$ cat config.mk
export PLATFORM = sky130hd
export DESIGN_NAME = instr_decode_ctrl
export DESIGN_NICKNAME = d
export VERILOG_FILES = /design/src/rtl/instr_decode_ctrl.sv
export SDC_FILE = /design/constraint.sdc
export NUM_CORES = 1
export LEC_CHECK = 0
export CAP_MARGIN = 40
export CORE_MARGIN = 4
export CORE_UTILIZATION = 46
export DETAILED_ROUTE_END_ITERATION = 6
export PLACE_DENSITY = 0.91
export REMOVE_ABC_BUFFERS = 1
export SYNTH_ARGS = -nofsm -noshare
export SYNTH_HDL_FRONTEND = slang
export SYNTH_SLANG_ARGS = --single-unit
$ cat constraint.sdc
create_clock -name clk -period 4.5 [get_ports clk]
set_input_delay 1.35 -clock clk [delete_from_list [all_inputs] [get_ports clk]]
set_output_delay 1.35 -clock clk [all_outputs]
set_load 0.005 [all_outputs]
$ cat src/rtl/instr_decode_ctrl.sv
// instr_decode_ctrl: multicycle fetch/decode/execute controller for a register-file/ALU datapath
module instr_decode_ctrl #(
  parameter logic [1:0] P_BZ_CTRL = 2'b00,
  parameter int P_PC_W = 8
) (
  input  logic              clk,
  input  logic              reset,
  input  logic              run,
  input  logic [15:0]       instr,
  input  logic              Zero,
  output logic [P_PC_W-1:0] imem_addr,
  output logic [3:0]        RA1,
  output logic [3:0]        RA2,
  output logic [3:0]        WA,
  output logic [7:0]        immediate,
  output logic [1:0]        ALUControl,
  output logic              ALUSrc,
  output logic              write_enable,
  output logic              halted,
  output logic [P_PC_W-1:0] pc
);
  typedef enum logic [2:0] {IDLE, FETCH, DECODE, EXECUTE, HALT} state_t;
  state_t state;
  logic [15:0] ir;
  logic [3:0] op;
  logic r_type, i_type, bz, jmp, hlt;
  logic [P_PC_W-1:0] target, pc_inc;
  assign op = ir[15:12];
  assign r_type = op[3:2] == 2'b00;
  assign i_type = op[3:2] == 2'b01;
  assign bz = op == 4'b1000;
  assign jmp = op == 4'b1001;
  assign hlt = op == 4'b1111;
  assign target = P_PC_W'(ir[7:0]);
  assign pc_inc = pc + 1'b1;
  assign imem_addr = pc;
  // datapath fields decoded from IR in every state; JMP/HALT/NOP leave them all at 0
  always_comb begin
    ALUControl = (r_type | i_type) ? op[1:0] : bz ? P_BZ_CTRL : 2'b00;
    ALUSrc = i_type | bz;
    WA = (r_type | i_type) ? ir[11:8] : 4'd0;
    RA1 = r_type ? ir[7:4] : (i_type | bz) ? ir[11:8] : 4'd0;
    RA2 = r_type ? ir[3:0] : 4'd0;
    immediate = i_type ? ir[7:0] : 8'd0;
  end
  // controller FSM: write strobe raised on entry to EXECUTE, halted raised on entry to HALT
  always_ff @(posedge clk) begin
    if (reset) begin
      state <= IDLE;
      pc <= '0;
      ir <= 16'hA000;
      write_enable <= 1'b0;
      halted <= 1'b0;
    end else begin
      write_enable <= 1'b0;
      case (state)
        IDLE: state <= run ? FETCH : IDLE;
        FETCH: state <= DECODE;
        DECODE: begin
          ir <= instr;
          write_enable <= ~instr[15];
          state <= EXECUTE;
        end
        EXECUTE: begin
          pc <= hlt ? pc : jmp ? target : (bz & Zero) ? target : pc_inc;
          halted <= hlt;
          state <= hlt ? HALT : run ? FETCH : IDLE;
        end
        default: begin
          halted <= 1'b1;
          state <= HALT;
        end
      endcase
    end
  end
endmodule

==> flow_summary.toml <==
[routing]
first_iter_violations = 47
wirelength_um = 3951
firstDrtPassIters = 4
wl_per_cell_um = 15.74
vias = 1379
drc = 0
vias_per_cell = 5.494
antenna_left = 0

[sta]
max_freq_mhz = 285.8
rsz0062_at_grt = "no"
relSlewSlack_pct = 41.56
final.setup.tns_ps = 0
slew_violations = 0
hold_violations = 0
finalClockSkew_ps = 12.14
tightest_slew_ps = 871.9
finalCritPeriodShare_pct = 77.75
setup_violations = 0
min_period_ps = 3499

[worst_setup_path]
r2r-end = "imem_addr[6]"
end_kind = "primary output"
critPathLaunchType = "flop"
timing.rr.start = "ir[15]"
r2r.worst_path.cells = 4
cp.required_ps = 3150
r2r_slack_ps = 2690
worst-setup-path-type = "reg -> out"
cp.arrival_ps = 2150
worstPathMaxFanout = 11

[cts]
cts_resized = 0
clk_transition_reported_paths_ps = 100
clockBufferDepth = 2
cts_buffers = 5
clock_sinks = 29
tritoncts = "built"
cts_root_buf = "clkbuf_4"
ctsHtreeMaxLevel = 2
cts_setup_buffers = 0
ctsHoldBuffers = 0
clock_latency_ps = 330

[power_and_ir_drop]
peakVddDrop_mv = 0.1824
leakage_nw = 0.7584
p_per_area_mw_per_mm2 = 269.5

[final_layout]
fin_cells = 251
area.growth.synth_to_final_pct = 41.18
finish.net_count = 227
drive_gt1_share_pct = 10.14
antennaDiodeCount = 0
fill_cells = 263

[die]
die_y_um = 64.49
initial_core_util_pct = 48.07
die_w_um = 64.49
row_count = 20
io_pins = 61
die_area_mm2 = 0.004158
core_area_mm2 = 0.003053

[placed_design]
post-dp-hpwl_um = 2966
dp.cells = 243
gp_congestion = 0.8320
portBuffers = 60

[synthesis]
synth-seq-cells = 29
yosysWarnings = 0
synthCells = 155
synth_cell_types = 45
synth-edff-count = 0
ys_seq_area_share_pct = 39.56
avgSynthCellArea_um2 = 9.469
synth_area_mm2 = 0.001468
synth_ff_type = "dfxtp_1"
synthArstFlopShare_pct = 0

[grt]
grt-ovfl-total = 0
grt_max_degree = 15
antenna_found_initial = 0
grt_pass1_wl_um = 6451
grt_usage_pct = 19.58
grt_pass1_vias = 1391

[worst_hold_path]
holdPathEnd = "halted"
hold_path_startpoint = "halted"
whs_path_depth = 2
hp-class = "reg -> reg"

[run]
maxCapViolCount = 0

[run_status]
outcome = "completed"
## worst max path at each step
stage	from	to	slack (ps)	depth (start not counted)
2_1_floorplan	ir[15]	RA1[0]	2060	3
3_3_place_gp	reset	imem_addr[5]	1490	4
3_5_place_dp	reset	imem_addr[6]	1320	4
4_1_cts	ir[15]	RA1[3]	1000	4
5_1_grt	ir[15]	RA1[3]	860	4
6_report	ir[15]	RA1[3]	1000	4
## stage by stage
| stage | area, um2 | hold slack, ps | utilization (%) | setup slack (ps) | total power (W) |
|---|---|---|---|---|---|
| floorplan | 1346 | 465.3 | - | 2064 | 0.0003340 |
| global route | 2072 | 534.3 | 67.87 | 858.6 | 0.0005848 |
| global placement | 2002 | 500.0 | 65.57 | 1489 | 0.0003729 |
| finish | 2072 | 514.5 | 67.87 | 1001 | 0.0005584 |
| CTS | 2072 | 518.0 | 67.87 | 997.4 | 0.0005591 |
| detailed placement | 2002 | 494.4 | 65.57 | 1324 | 0.0003767 |
## critical path, stage by stage, from the launching register on
cell             delay (ps)
dfxtp_1                 550
nor3b_2                 350
a21o_1                  260
a22o_1                  170
clkdlybuf4s50_1         500
## report_power, final
group          switching, W  internal, W
clock             0.0000955    0.0000905
sequential        0.0000206     0.000272
combinational     0.0000348    0.0000446
total              0.000151     0.000407
## routing by layer
metal | vias to the layer above | GRT usage, % | wire length, um
met4 | 0 | 6.860 | 55
met1 | 639 | 21.84 | 1653
met3 | 8 | 7.972 | 327
met5 | - | 0 | 0
met2 | 74 | 33.51 | 1915
li1 | 658 | - | -
## Yosys cell counts (2+ instances only)
| library cell | n | area, um2 |
|---|---|---|
| nor2_1 | 10 | 37.54 |
| o22ai_1 | 4 | 25.02 |
| a32oi_1 | 3 | 26.28 |
| or4_4 | 2 | 22.52 |
| nand4_1 | 3 | 18.77 |
| buf_4 | 12 | 90.09 |
| mux2i_1 | 4 | 40.04 |
| o21ai_0 | 2 | 10.01 |
| nor2b_1 | 6 | 37.54 |
| nand2_1 | 7 | 26.28 |
| and2_1 | 12 | 75.07 |
| a22o_1 | 17 | 148.9 |
| inv_1 | 7 | 26.28 |
| o311ai_1 | 3 | 26.28 |
| a31oi_1 | 4 | 25.02 |
| buf_6 | 2 | 22.52 |
| dfxtp_1 | 29 | 580.6 |
## placed cells by master, fill, tap and decap left out, drive strengths merged, types with 2 or more instances in the layout
master and count:
nor2 11, a22o 17, and2 12, o21ai 4, or3 2, nor3b 2
nand2b 2, or4 2, o311ai 3, mux2i 4, nand4 3, nand3 2
o22ai 4, inv 7, clkdlybuf4s50 60, nor3 2, clkbuf 7, a32oi 3
nor2b 6, nand2 8, a31oi 4, dfxtp 29
## logic make-up (layout without fill, tap and decap cells)
family,Yosys count,after routing,synth area share [%]
AOI/OAI and AO/OA,42,42,22.51
and+or+nand+nor,55,55,23.70
adders and majority gates,1,1,0.8524
muxes,4,4,2.728
DFF,29,29,39.56
buffers and inverters,23,75,10.06
xor gates and xnor gates,1,1,0.5969
## state kept, by name, summed over array words and instances (netlist names)
name	cells
state	3
halted	1
write_enable	1
ir	16
imem_addr	8
## final cells by class
| cell class | count | area (um2) | share of cell area, % |
|---|---|---|---|
| Multi-Input combinational cell | 103 | 739.5 | 35.69 |
| Clock buffer | 7 | 65.06 | 3.140 |
| Timing Repair Buffer | 60 | 600.6 | 28.99 |
| Sequential cell | 29 | 580.6 | 28.02 |
| Clock inverter | 1 | 5.005 | 0.2415 |
| Tap cell | 44 | 55.05 | 2.657 |
| Inverter | 7 | 26.28 | 1.268 |
Power figures use the tool's default switching activity.
